[src/rtl/uart_defs.sv]
// rtl/uart_defs.sv - shared UART state encodings, oversampling constants and vote helper
package uart_defs;

    typedef enum logic [2:0] {
        IDLE  = 3'd0,
        START = 3'd1,
        DATA  = 3'd2,
        STOP  = 3'd3,
        BREAK = 3'd4
    } uart_state_t;

    localparam int OVERSAMPLE = 16;
    localparam int MID_SAMPLE = 8;

    function automatic logic majority3(input logic a, input logic b, input logic c);
        return (a & b) | (a & c) | (b & c);
    endfunction

endpackage

[src/rtl/uart_rx_engine_if.sv]
// rtl/uart_rx_engine_if.sv - receive holding register bus between engine and peripheral block
interface uart_rx_engine_if;
    logic       rd_ack;
    logic [7:0] rx_data;
    logic       rx_valid;
    logic       rx_overrun;
    logic       rx_frame_err;
    logic       rx_irq;

    modport master (
        output rd_ack,
        input  rx_data, rx_valid, rx_overrun, rx_frame_err, rx_irq
    );

    modport slave (
        input  rd_ack,
        output rx_data, rx_valid, rx_overrun, rx_frame_err, rx_irq
    );
endinterface

[src/rtl/uart_baud_tick.sv]
// rtl/uart_baud_tick.sv - oversample tick divider, held at zero while not running
module uart_baud_tick #(
    parameter int DIV = 325
) (
    input  logic sysclk,
    input  logic reset,
    input  logic run,
    output logic tick
);
    localparam int W = (DIV > 1) ? $clog2(DIV) : 1;
    localparam logic [W-1:0] LAST = W'(DIV - 1);

    logic [W-1:0] count;

    assign tick = run && (count == LAST);

    always_ff @(posedge sysclk or negedge reset) begin
        if (!reset) begin
            count <= '0;
        end else if (!run || tick) begin
            count <= '0;
        end else begin
            count <= count + 1'b1;
        end
    end
endmodule

[src/rtl/uart_rx_engine.sv]
// rtl/uart_rx_engine.sv - 8N1 receiver with majority-vote sampling and a single holding register
module uart_rx_engine
    import uart_defs::*;
#(
    parameter int CLK_FREQ   = 50_000_000,
    parameter int BAUD       = 9600,
    parameter int OVERSAMPLE = 16
) (
    input  logic           sysclk,
    input  logic           reset,
    input  logic           rx_in,
    uart_rx_engine_if.slave bus
);
    localparam int DIV = CLK_FREQ / (BAUD * OVERSAMPLE);
    localparam logic [3:0] S_LO  = 4'(MID_SAMPLE - 1);
    localparam logic [3:0] S_MID = 4'(MID_SAMPLE);
    localparam logic [3:0] S_HI  = 4'(MID_SAMPLE + 1);

    logic        sync1, rx_sync, rx_prev;
    logic        tick, run;
    uart_state_t state;
    logic [3:0]  s;
    logic [2:0]  bit_idx;
    logic [7:0]  shreg;
    logic        smp_a, smp_b;
    logic        brk_ok;
    logic        bit_val, decide, accept, ferr_set;

    logic [7:0]  data_q;
    logic        valid_q, overrun_q, ferr_q;

    always_ff @(posedge sysclk or negedge reset) begin
        if (!reset) begin
            sync1   <= 1'b1;
            rx_sync <= 1'b1;
            rx_prev <= 1'b1;
        end else begin
            sync1   <= rx_in;
            rx_sync <= sync1;
            rx_prev <= rx_sync;
        end
    end

    assign run = (state != IDLE);

    uart_baud_tick #(.DIV(DIV)) u_baud_tick (
        .sysclk (sysclk),
        .reset  (reset),
        .run    (run),
        .tick   (tick)
    );

    // Third vote is the live synchronised line on the s==9 tick itself.
    assign bit_val  = majority3(smp_a, smp_b, rx_sync);
    assign decide   = tick && (s == S_HI);
    assign accept   = (state == STOP) && decide && bit_val;
    assign ferr_set = (state == STOP) && decide && !bit_val;

    always_ff @(posedge sysclk or negedge reset) begin
        if (!reset) begin
            state   <= IDLE;
            s       <= 4'd0;
            bit_idx <= 3'd0;
            shreg   <= 8'd0;
            smp_a   <= 1'b1;
            smp_b   <= 1'b1;
            brk_ok  <= 1'b0;
        end else begin
            if (tick) begin
                s <= s + 1'b1;
                if (s == S_LO)  smp_a <= rx_sync;
                if (s == S_MID) smp_b <= rx_sync;
            end
            case (state)
                IDLE: begin
                    s <= 4'd0;
                    if (rx_prev && !rx_sync) state <= START;
                end
                START: begin
                    if (decide) begin
                        if (!bit_val) begin
                            state   <= DATA;
                            bit_idx <= 3'd0;
                        end else begin
                            state <= IDLE;
                        end
                    end
                end
                DATA: begin
                    if (decide) begin
                        shreg <= {bit_val, shreg[7:1]};
                        if (bit_idx == 3'd7) state <= STOP;
                        else                 bit_idx <= bit_idx + 1'b1;
                    end
                end
                STOP: begin
                    if (decide) begin
                        if (bit_val) begin
                            state <= IDLE;
                        end else begin
                            state  <= BREAK;
                            brk_ok <= 1'b0;
                        end
                    end
                end
                BREAK: begin
                    // Leave only after a whole tick period with the line continuously high.
                    if (tick) begin
                        if (brk_ok && rx_sync) state <= IDLE;
                        brk_ok <= 1'b1;
                    end else if (!rx_sync) begin
                        brk_ok <= 1'b0;
                    end
                end
                default: state <= IDLE;
            endcase
        end
    end

    always_ff @(posedge sysclk or negedge reset) begin
        if (!reset) begin
            data_q    <= 8'd0;
            valid_q   <= 1'b0;
            overrun_q <= 1'b0;
            ferr_q    <= 1'b0;
        end else begin
            if (accept && (!valid_q || bus.rd_ack)) begin
                data_q  <= shreg;
                valid_q <= 1'b1;
            end else if (bus.rd_ack) begin
                valid_q <= 1'b0;
            end

            if (accept && valid_q && !bus.rd_ack) overrun_q <= 1'b1;
            else if (bus.rd_ack)                  overrun_q <= 1'b0;

            if (ferr_set)         ferr_q <= 1'b1;
            else if (bus.rd_ack)  ferr_q <= 1'b0;
        end
    end

    assign bus.rx_data      = data_q;
    assign bus.rx_valid     = valid_q;
    assign bus.rx_overrun   = overrun_q;
    assign bus.rx_frame_err = ferr_q;
    assign bus.rx_irq       = valid_q | overrun_q | ferr_q;
endmodule

[src/flat_wrapper.sv]
// flat-port wrapper written by rule: the top's interface ports become plain ports
module uart_rx_engine_flat import uart_defs::*;
#(
    parameter int CLK_FREQ   = 50_000_000,
    parameter int BAUD       = 9600,
    parameter int OVERSAMPLE = 16
)
  (sysclk, reset, rx_in, bus_rd_ack, bus_rx_data, bus_rx_valid, bus_rx_overrun, bus_rx_frame_err, bus_rx_irq);
  uart_rx_engine_if bus_i ();
  input  logic sysclk;
  input  logic reset;
  input  logic rx_in;
  input wire logic [$bits(bus_i.rd_ack)-1:0] bus_rd_ack;
  output wire logic [$bits(bus_i.rx_data)-1:0] bus_rx_data;
  output wire logic [$bits(bus_i.rx_valid)-1:0] bus_rx_valid;
  output wire logic [$bits(bus_i.rx_overrun)-1:0] bus_rx_overrun;
  output wire logic [$bits(bus_i.rx_frame_err)-1:0] bus_rx_frame_err;
  output wire logic [$bits(bus_i.rx_irq)-1:0] bus_rx_irq;
  assign bus_i.rd_ack = bus_rd_ack;
  assign bus_rx_data = bus_i.rx_data;
  assign bus_rx_valid = bus_i.rx_valid;
  assign bus_rx_overrun = bus_i.rx_overrun;
  assign bus_rx_frame_err = bus_i.rx_frame_err;
  assign bus_rx_irq = bus_i.rx_irq;
  uart_rx_engine #(.CLK_FREQ(CLK_FREQ), .BAUD(BAUD), .OVERSAMPLE(OVERSAMPLE)) u_core (.sysclk(sysclk), .reset(reset), .rx_in(rx_in), .bus(bus_i));
endmodule
[config.mk]
export PLATFORM = sky130hd
export DESIGN_NAME = uart_rx_engine_flat
export DESIGN_NICKNAME = d
export VERILOG_FILES = /design/src/rtl/uart_defs.sv /design/src/rtl/uart_rx_engine_if.sv /design/src/rtl/uart_baud_tick.sv /design/src/rtl/uart_rx_engine.sv /design/src/flat_wrapper.sv
export SDC_FILE = /design/constraint.sdc
export NUM_CORES = 1
export LEC_CHECK = 0
export ABC_AREA = 1
export CAP_MARGIN = 40
export CORE_AREA = 10 10 88 90
export DETAILED_ROUTE_END_ITERATION = 7
export DIE_AREA = 0 0 98 100
export GPL_ROUTABILITY_DRIVEN = 0
export PLACE_DENSITY = 0.59
export SYNTH_ARGS = -nofsm -noshare
export SYNTH_HDL_FRONTEND = slang
export SYNTH_SLANG_ARGS = --single-unit
[constraint.sdc]
create_clock -name sysclk -period 2.1 [get_ports sysclk]
set_input_delay 0.42 -clock sysclk [delete_from_list [all_inputs] [get_ports sysclk]]
set_output_delay 0.42 -clock sysclk [all_outputs]
set_load 0.1 [all_outputs]
======== Word level (Yosys, flattened, before mapping) ========
Cells that the tools add are included.
operators by class
  add/sub/neg operators ................... 3
  equality and inequality tests ........... 20
  multiplexer cells ....................... 27
  bitwise logic cells ..................... 7
  reductions and logical operators ........ 31
operator list
  operator                                                number
  2-to-1 mux 3 bit                                        12
  case mux 3 bit (5 select lines)                         1
  inequality test 2 x 1 -> 1 bit (second input constant)  7
  nonzero test 2 bit                                      6
  logical AND 1 bit                                       10
  adder 9 x 1 -> 9 bit (second input constant)            1
  == test 9 bit (second input constant)                   1
  2-to-1 mux 9 bit                                        1
  == test 4 bit (second input constant)                   2
  2-to-1 mux 1 bit                                        8
  2-to-1 mux 4 bit                                        2
  AND reduction 7 bit                                     1
  == test 3 x 2 -> 1 bit (second input constant)          2
  == test 3 bit (second input constant)                   2
  inequality test 2 bit (second input constant)           3
  case mux 3 bit (2 select lines)                         1
  AND reduction 2 bit                                     3
  logical NOT 1 bit                                       5
  AND reduction 5 bit                                     1
  adder 4 x 1 -> 4 bit (second input constant)            1
  == test 4 x 3 -> 1 bit (second input constant)          1
  OR 1 bit                                                4
  AND reduction 4 bit                                     1
  adder 3 x 1 -> 3 bit (second input constant)            1
  other kinds (8)                                         11
storage, ports and cells
  bits in registers ....................... 44
  output and inout bits ................... 12
  word-level logic and storage cells ...... 103

======== Logic depth before layout (Yosys ltp) ========
Gate-level depths: netlist of the first run.
  word-level depth ........................ 8
  depth in mapped cells ................... 11

======== Cells and area by module ========
Synthesis of the first run repeated with hierarchy kept, for this count alone.
second synthesis, totals
  cell total of the unflattened synthesis .. 264
  area total of the unflattened synthesis .. 2,198.4 um^2
by module, submodules not included
  module          instances  cells each  area an instance (um^2)
  uart_rx_engine  1          195         1,700.4
  uart_baud_tick  1          69          498.0

======== Worst setup path before layout of the first run ========
OpenSTA, ideal clock, no wires.
  path kind ............................... register to output
  start ................................... reg u_core.valid_q, in the netlist u_core.bus.rx_valid
  end ..................................... out bus_rx_irq
  arrival time ............................ 1.718 ns
  data required time ...................... 1.680 ns
  setup slack ............................. -0.038 ns
  cell stages (with the launch flop) ...... 3
  buffers on the path ..................... 0
  cells stage by stage .................... dfrtp_1 nor2_1 nand2_1
between the ends
  cells in the longest elaborated chain, start to end .. 2
ends and longest elaborated chain
  element                 line                   RTL
  start, declared         uart_rx_engine.sv:30   logic valid_q, overrun_q, ferr_q;
  start signal, assigned  uart_rx_engine.sv:123  valid_q <= 1'b0;
  start signal, assigned  uart_rx_engine.sv:129  valid_q <= 1'b1;
  start signal, assigned  uart_rx_engine.sv:131  valid_q <= 1'b0;
  OR 1 bit (2 in series)  uart_rx_engine.sv:146  assign bus.rx_irq = valid_q | overrun_q | ferr_q;
  end, declared           flat_wrapper.sv:18     output wire logic [$bits(bus_i.rx_irq)-1:0] bus_rx_irq;
Every way passes these cells.

======== Worst setup path after layout of the first run ========
  start ................................... reg u_core.u_baud_tick.count[0]
  end ..................................... reg u_core.data_q[3], in the netlist u_core.bus.rx_data[3]
between the ends
  cells in the longest elaborated chain, start to end .. 6
ends and longest elaborated chain
  element                          line                   RTL
  start, declared                  uart_baud_tick.sv:13   logic [W-1:0] count;
  start signal, assigned           uart_baud_tick.sv:23   count <= count + 1'b1;
  == test 9 bit                    uart_baud_tick.sv:15   assign tick = run && (count == LAST);
  logical AND 1 bit                uart_baud_tick.sv:15
  logical AND 1 bit                uart_rx_engine.sv:55   assign decide = tick && (s == S_HI);
  logical AND 1 bit (2 in series)  uart_rx_engine.sv:56   assign accept = (state == STOP) && decide && bit_val;
  logical AND 1 bit                uart_rx_engine.sv:127  if (accept && (!valid_q || bus.rd_ack)) begin
  end signal, assigned             uart_rx_engine.sv:128  data_q <= shreg;
  end, declared                    uart_rx_engine.sv:29   logic [7:0] data_q;
Every way passes these cells.
A chain may end at the register's enable or synchronous reset.

==> results of run 1 <==
-- power groups by stage --
stage	combinational [mW]	clock, mW	sequential, mW
2_1_floorplan	0.433	0	0.982
3_3_place_gp	0.546	0	0.996
3_5_place_dp	0.554	0	0.996
4_1_cts	0.555	0.692	0.981
5_1_grt	0.637	0.714	0.997
6_report	0.543	0.667	0.980
-- final cells by class --
class / count / share of cell area, %
Sequential cell: 44 / 43.4
Multi-Input combinational cell: 172 / 37.8
Inverter: 36 / 5.30
Timing Repair Buffer: 17 / 5.11
Tap cell: 77 / 3.78
Clock buffer: 5 / 2.70
Clock inverter: 3 / 1.82
-- metrics by stage --
stage | power (mW) | cell area [sq um]
after floorplan | 1.42 | 2220
after global placement | 1.54 | 2430
after detailed placement | 1.55 | 2430
after CTS | 2.23 | 2550
after global routing | 2.35 | 2550
final | 2.19 | 2550
-- worst min path at each step --
stage,endpoint,slack [ns],cells after the start
final,u_core.bit_idx[1]$_DFFE_PN0P_,0.18,2
after global routing,u_core.bit_idx[1]$_DFFE_PN0P_,0.24,2
after CTS,u_core.bit_idx[1]$_DFFE_PN0P_,0.20,2
after detailed placement,u_core.rx_sync$_DFF_PN1_,0.36,0
after global placement,u_core.rx_sync$_DFF_PN1_,0.35,0
after floorplan,u_core.bit_idx[0]$_DFFE_PN0P_,0.12,0
-- state kept, by name (all words and copies together) (netlist names), 3 cells and up --
name,cells
u_core.s,4
u_core.shreg,8
u_core.bit_idx,3
u_core.bus.rx_data,8
u_core.u_baud_tick.count,9
u_core.state,3
-- cells in the final DEF (no fill, tap or decap), types with 2 or more instances in the layout --
cell             count
a21oi_1              7
a21oi_2              3
buf_4               14
clkbuf_8             5
clkdlybuf4s50_1      2
dfrtp_1             39
dfstp_2              5
ha_1                 7
inv_1               35
nand2_1             62
nand2_2              5
nand3_1             20
nand3_2              2
nand4_1              3
nor2_1              20
nor2_2               2
nor2_4               5
nor3_1               6
o21ai_0             12
o21ai_2              5
or2_2                2
-- critical path: cells and delay by family (launching register included) --
| family | cells | cell delay, ns |
|---|---|---|
| flops | 1 | 0.42 |
| simple gates | 7 | 0.94 |
| buf+inv | 1 | 0.07 |
| fa+ha+maj | 1 | 0.15 |
-- logic make-up after synthesis --
family,synth area share (%)
flops,50.0
xor+xnor,0.395
compound gates,8.30
fa+ha+maj,3.95
buf+inv,6.61
simple gates,30.8
-- layer usage --
layer	GRT usage, %	vias up	wire (um)	share of wire [%]
li1	-	854	-	-
met1	10.8	765	1940	48
met2	13.9	16	1960	48
met3	1.92	7	92	2.3
met4	3.69	0	80	2.0
met5	0	-	0	0
==> metrics, run 1 <==
CP Cell Sequence inv_1, ha_1, nand2_2, nor2_4, nand3_2, nor2_4, nand4_2, nand2_1, nand2_1; clock slew at reported path FFs 0.09 ns; Multi-input gate area 965 sq um; top cells by area, synth dfrtp_1 (44%), nand2_1 (11%), dfstp_2 (5.9%); Critical-path top delay cell dfrtp_1; sequential fraction of design power 44.8%; H-tree levels 2; # DRC 0; reg2reg path depth 9; Leak 1.29 nW; HP Class input pin to async pin; post-CTS setup buffers 0; site row count 29; total CTS buffers 5; Peak Freq 591 MHz; Tmin final 1.69 ns; Power Internal 1.44 mW; Max IR drop VDD 0.341 mV; endpoints failing hold 0; r2r setup slk 0.41 ns; Critical Path AT 1.89 ns; Critical Path Fanout Max 8; Vias/cell 4.64; switching power 0.751 mW; top-count cell post-synth nand2_1; RSZ-0062 raised after global routing no; largest net degree at the start of global routing 45; max-slew violations 0; Post-synth EDFFs 0; vias in the first global route 1605; number of max-cap violations 0; die area 0.00980 sq mm; antenna violations before repair 0; Distinct cells, synth 31; Clk pwr share 30.5%; FF-to-FF Start u_core.u_baud_tick.count[0]$_DFF_PN0_; # setup viols final 0; asr flop ratio synth 100%; Place WS 0.430 ns; area leader, netlist dfrtp_1; fin cells 354; Hold Buf Count CTS 0; total gr overflow 0; Syn Area/Cell 8.76 sq um; DIE HEIGHT 100 um; root buffer cell clkbuf_8; sequential element share of the synthesized area 50.0%; Clock Skew 0.00534 ns; GR Util All Layers 8.60%; filler cell count 610; CP max stage delay 0.42 ns; Yosys reg bits 44; core area 0.00613 sq mm; Synth Cell Area 0.00222 sq mm; Final period util 80.5%; first-pass GRT wire length 7250 um; critical path class flop to flop; insertion delay to the later sink of the worst-skew pair 0.30 ns; TritonCTS clock tree done; layout cell share with drive strength beyond 1 21.3%; Mapped Nets 264; top_reg_cell synth dfrtp_1; kind of end point of the critical path flop; top cells by count, synth nand2_1 (63), dfrtp_1 (39), inv_1 (35); power share of the combinational group 24.8%; pwr/cell area 859 mW/mm^2; Setup crit end u_core.bus.rx_data[3]$_DFFE_PN0P_; routed len/inst 11.5 um; Final ANT Viol Nets 0; Clock Tree Buf Depth 2; WHS 0.180 ns; warnings from Yosys 0; DR pass1 iterations 5; port buffer count 15; Sw Ratio 34.3%; max_slew headroom 63.6%; Area Overhead vs Synth 15.0%; Starting Density 36.1%; Final Util 41.6%; setup ws final 0.408 ns; Final nets 287; DIE WIDTH 98 um; Cells after DPL 346; Initial DRC Count 73; Routed WL 4070 um; routed via count 1642; Synth top area share 44.0%; post-CTS sizing 0; status finished clean; cells after synthesis 253; ANT cells 0; setup TNS 0 ns; FF+latch area 0.00111 sq mm; worst-margin pin slew 0.545 ns; hpwl dp 2990 um; reg2reg end u_core.bus.rx_data[3]$_DFFE_PN0P_; CP startpoint u_core.u_baud_tick.count[0]$_DFF_PN0_; Data required, critical path 2.29 ns; I/O pin total 16; CTS sink cnt 44; startpoint types flop
(Power assumes the default switching activity.)
==> run 2: changes to the inputs <==
Settings changed: PLACE_DENSITY 0.59 to 0.61.
Clock period 2.1 ns to 1.4 ns, I/O delays scaled along.
==> metrics, run 2 (synthesis gave the netlist of run 1 again) <==
status complete, but fails checks; failing checks negative setup slack; # setup viols final 38 (+38); pwr/cell area 1160 mW/mm^2 (+35%); Tmin final 1.58 ns (-0.110 ns); Max IR drop VDD 0.626 mV (+84%); Data required, critical path 1.60 ns (-0.69 ns); Starting Density 36.1% (unchanged); routed via count 1913 (+17%); first-pass GRT wire length 8450 um (+17%); Top cell by count, worst path nor2_4; Vias/cell 4.69 (+1.1%); worst-margin pin slew 0.445 ns (-0.100 ns); clock slew at reported path FFs 0.09 ns (about the same); antenna violations before repair 0 (unchanged); Critical Path Fanout Max 8 (unchanged); endpoints failing hold 0 (unchanged); Final ANT Viol Nets 0 (unchanged); Final nets 341 (+19%); startpoint types flop; DIE HEIGHT 100 um (unchanged); filler cell count 518 (-15%); CP Cell Sequence inv_1, ha_1, nand2_2, nor2_4, nand3_4, nor2_4, buf_12, nand2_8, nor2_2, a21oi_2; setup ws final -0.181 ns (-0.590 ns); Final Util 53.4% (+12 points); core area 0.00613 sq mm (unchanged); kind of end point of the critical path flop; Peak Freq 632 MHz (+7.0%); CP max stage delay 0.39 ns (-0.03 ns); total gr overflow 0 (unchanged); reg2reg path depth 10 (+1); DR pass1 iterations 4 (-1); die area 0.00980 sq mm (unchanged); max FFs per register 9 (unchanged); RSZ-0062 raised after global routing yes; r2r setup slk -0.18 ns (-0.59 ns); GR Util All Layers 10.2% (+1.6 points); Min-Delay Path Depth 0; CTS sink cnt 44 (unchanged); routed len/inst 12.3 um (+6.7%); Final period util 113% (+32 points); Clock Skew 0.00905 ns (+0.00370 ns); Initial DRC Count 91 (+25%); Leak 1.62 nW (+26%); hpwl dp 3560 um (+19%); max_slew headroom 70.3% (+6.7 points); FF-to-FF Start u_core.u_baud_tick.count[0]$_DFF_PN0_; TritonCTS clock tree done; # DRC 0 (unchanged); ANT cells 0 (unchanged); HP Class flop to flop; H-tree levels 2 (unchanged); number of max-cap violations 0 (unchanged); I/O pin total 16 (unchanged); hold_sp u_core.sync1$_DFF_PN1_; total CTS buffers 5 (unchanged); root buffer cell clkbuf_8; critical path class flop to flop; Area Overhead vs Synth 47.8%; port buffer count 15 (unchanged); insertion delay to the later sink of the worst-skew pair 0.30 ns (about the same); max-slew violations 0 (unchanged); family with the most delay on the worst path simple AND/OR/NAND/NOR gates; Critical-path top delay cell dfrtp_1; Routed WL 5010 um (+23%); site row count 29 (unchanged); reg2reg end u_core.shreg[2]$_DFFE_PN0P_; CP Buf/Inv Count 2 (+1); Clock Tree Buf Depth 2 (unchanged); final instance area 0.00327 sq mm (+28%); commonest non-fill, non-tap cell in the layout nand2_1; DIE WIDTH 98 um (unchanged); Critical Path AT 1.78 ns (-0.11 ns); placed cell areas 0.00291 sq mm (+19%); vias in the first global route 1827 (+14%); largest net degree at the start of global routing 21 (-53%); most frequent cells in the layout nand2_1 (59), buf_4 (49), dfrtp_1 (35); Multi-input gate area 0.00110 sq mm (+14%); Biggest register u_core.u_baud_tick.count; FF+latch area 0.00111 sq mm (+0.45%); Hold Path Sink u_core.rx_sync$_DFF_PN1_; layout cell share with drive strength beyond 1 40.8% (+19 points)
-- run 2: cell types whose count changed in the layout (fill, tap and decap cells not counted), moves of 4 or more --
cell,change
o21ai_0,-4
o21ai_1,+4
nor2_2,+4
dfrtp_1,-4
nor2_1,-6
buf_12,+14
dfrtp_2,+4
buf_4,+35
-- run 2: worst max path at each step --
stage,start,cells past startpoint,endpoint
6_report,u_core.u_baud_tick.count[0]$_DFF_PN0_,10,u_core.shreg[2]$_DFFE_PN0P_
5_1_grt,u_core.u_baud_tick.count[0]$_DFF_PN0_,11,u_core.s[0]$_DFFE_PN0N_
4_1_cts,u_core.u_baud_tick.count[1]$_DFF_PN0_,10,u_core.shreg[4]$_DFFE_PN0P_
3_5_place_dp,u_core.u_baud_tick.count[1]$_DFF_PN0_,9,u_core.bus.rx_data[1]$_DFFE_PN0P_
3_3_place_gp,u_core.u_baud_tick.count[0]$_DFF_PN0_,9,u_core.bus.rx_data[4]$_DFFE_PN0P_
2_1_floorplan,u_core.u_baud_tick.count[0]$_DFF_PN0_,10,u_core.shreg[7]$_DFFE_PN0P_
-- run 2: what timing repair did --
| action | 4_1_cts | 5_1_grt |
|---|---|---|
| endpoints found under the hold margin | 11 | 0 |
| gates resized for setup | 15 | 20 |
| gates cloned | 1 | 0 |
| hold buffers | 1 | 0 |
| pin swaps | 5 | 8 |
| buffers inserted | 7 | 4 |
| endpoints found under the setup margin | 37 | 42 |
-- run 2: power by group --
group	switching, mW	internal [mW]
sequential	0.0878	1.37
clock	0.470	0.538
combinational	0.744	0.576
-- run 2: cell type report --
type	count	share of cell area, %
inverters	36	4.13
flip-flops and latches	44	34.0
well taps	77	2.94
clock inverters	3	1.45
clock buffers	5	2.10
repair buffers	70	21.9
multi-input cells	173	33.5
-- run 2: routing by layer --
layer  GRT usage, %  wire length (um)
met1           12.7              2260
met2           16.8              2480
met3           2.40               198
met4           3.36                69
met5              0                 0
-- run 2: stage by stage --
step / power [mW] / setup TNS, ns / instances / hold slack (ns) / worst slack [ns]
finish: 3.78 / -4.31 / 408 / 0.360 / -0.181
global route: 4.03 / -9.32 / 408 / 0.368 / -0.308
CTS: 3.73 / -3.56 / 404 / 0.361 / -0.175
detailed placement: 2.63 / -3.80 / 387 / 0.252 / -0.228
global placement: 2.60 / -3.15 / 387 / 0.251 / -0.194
floorplan: 2.12 / -1.50 / 253 / -0.0156 / -0.113
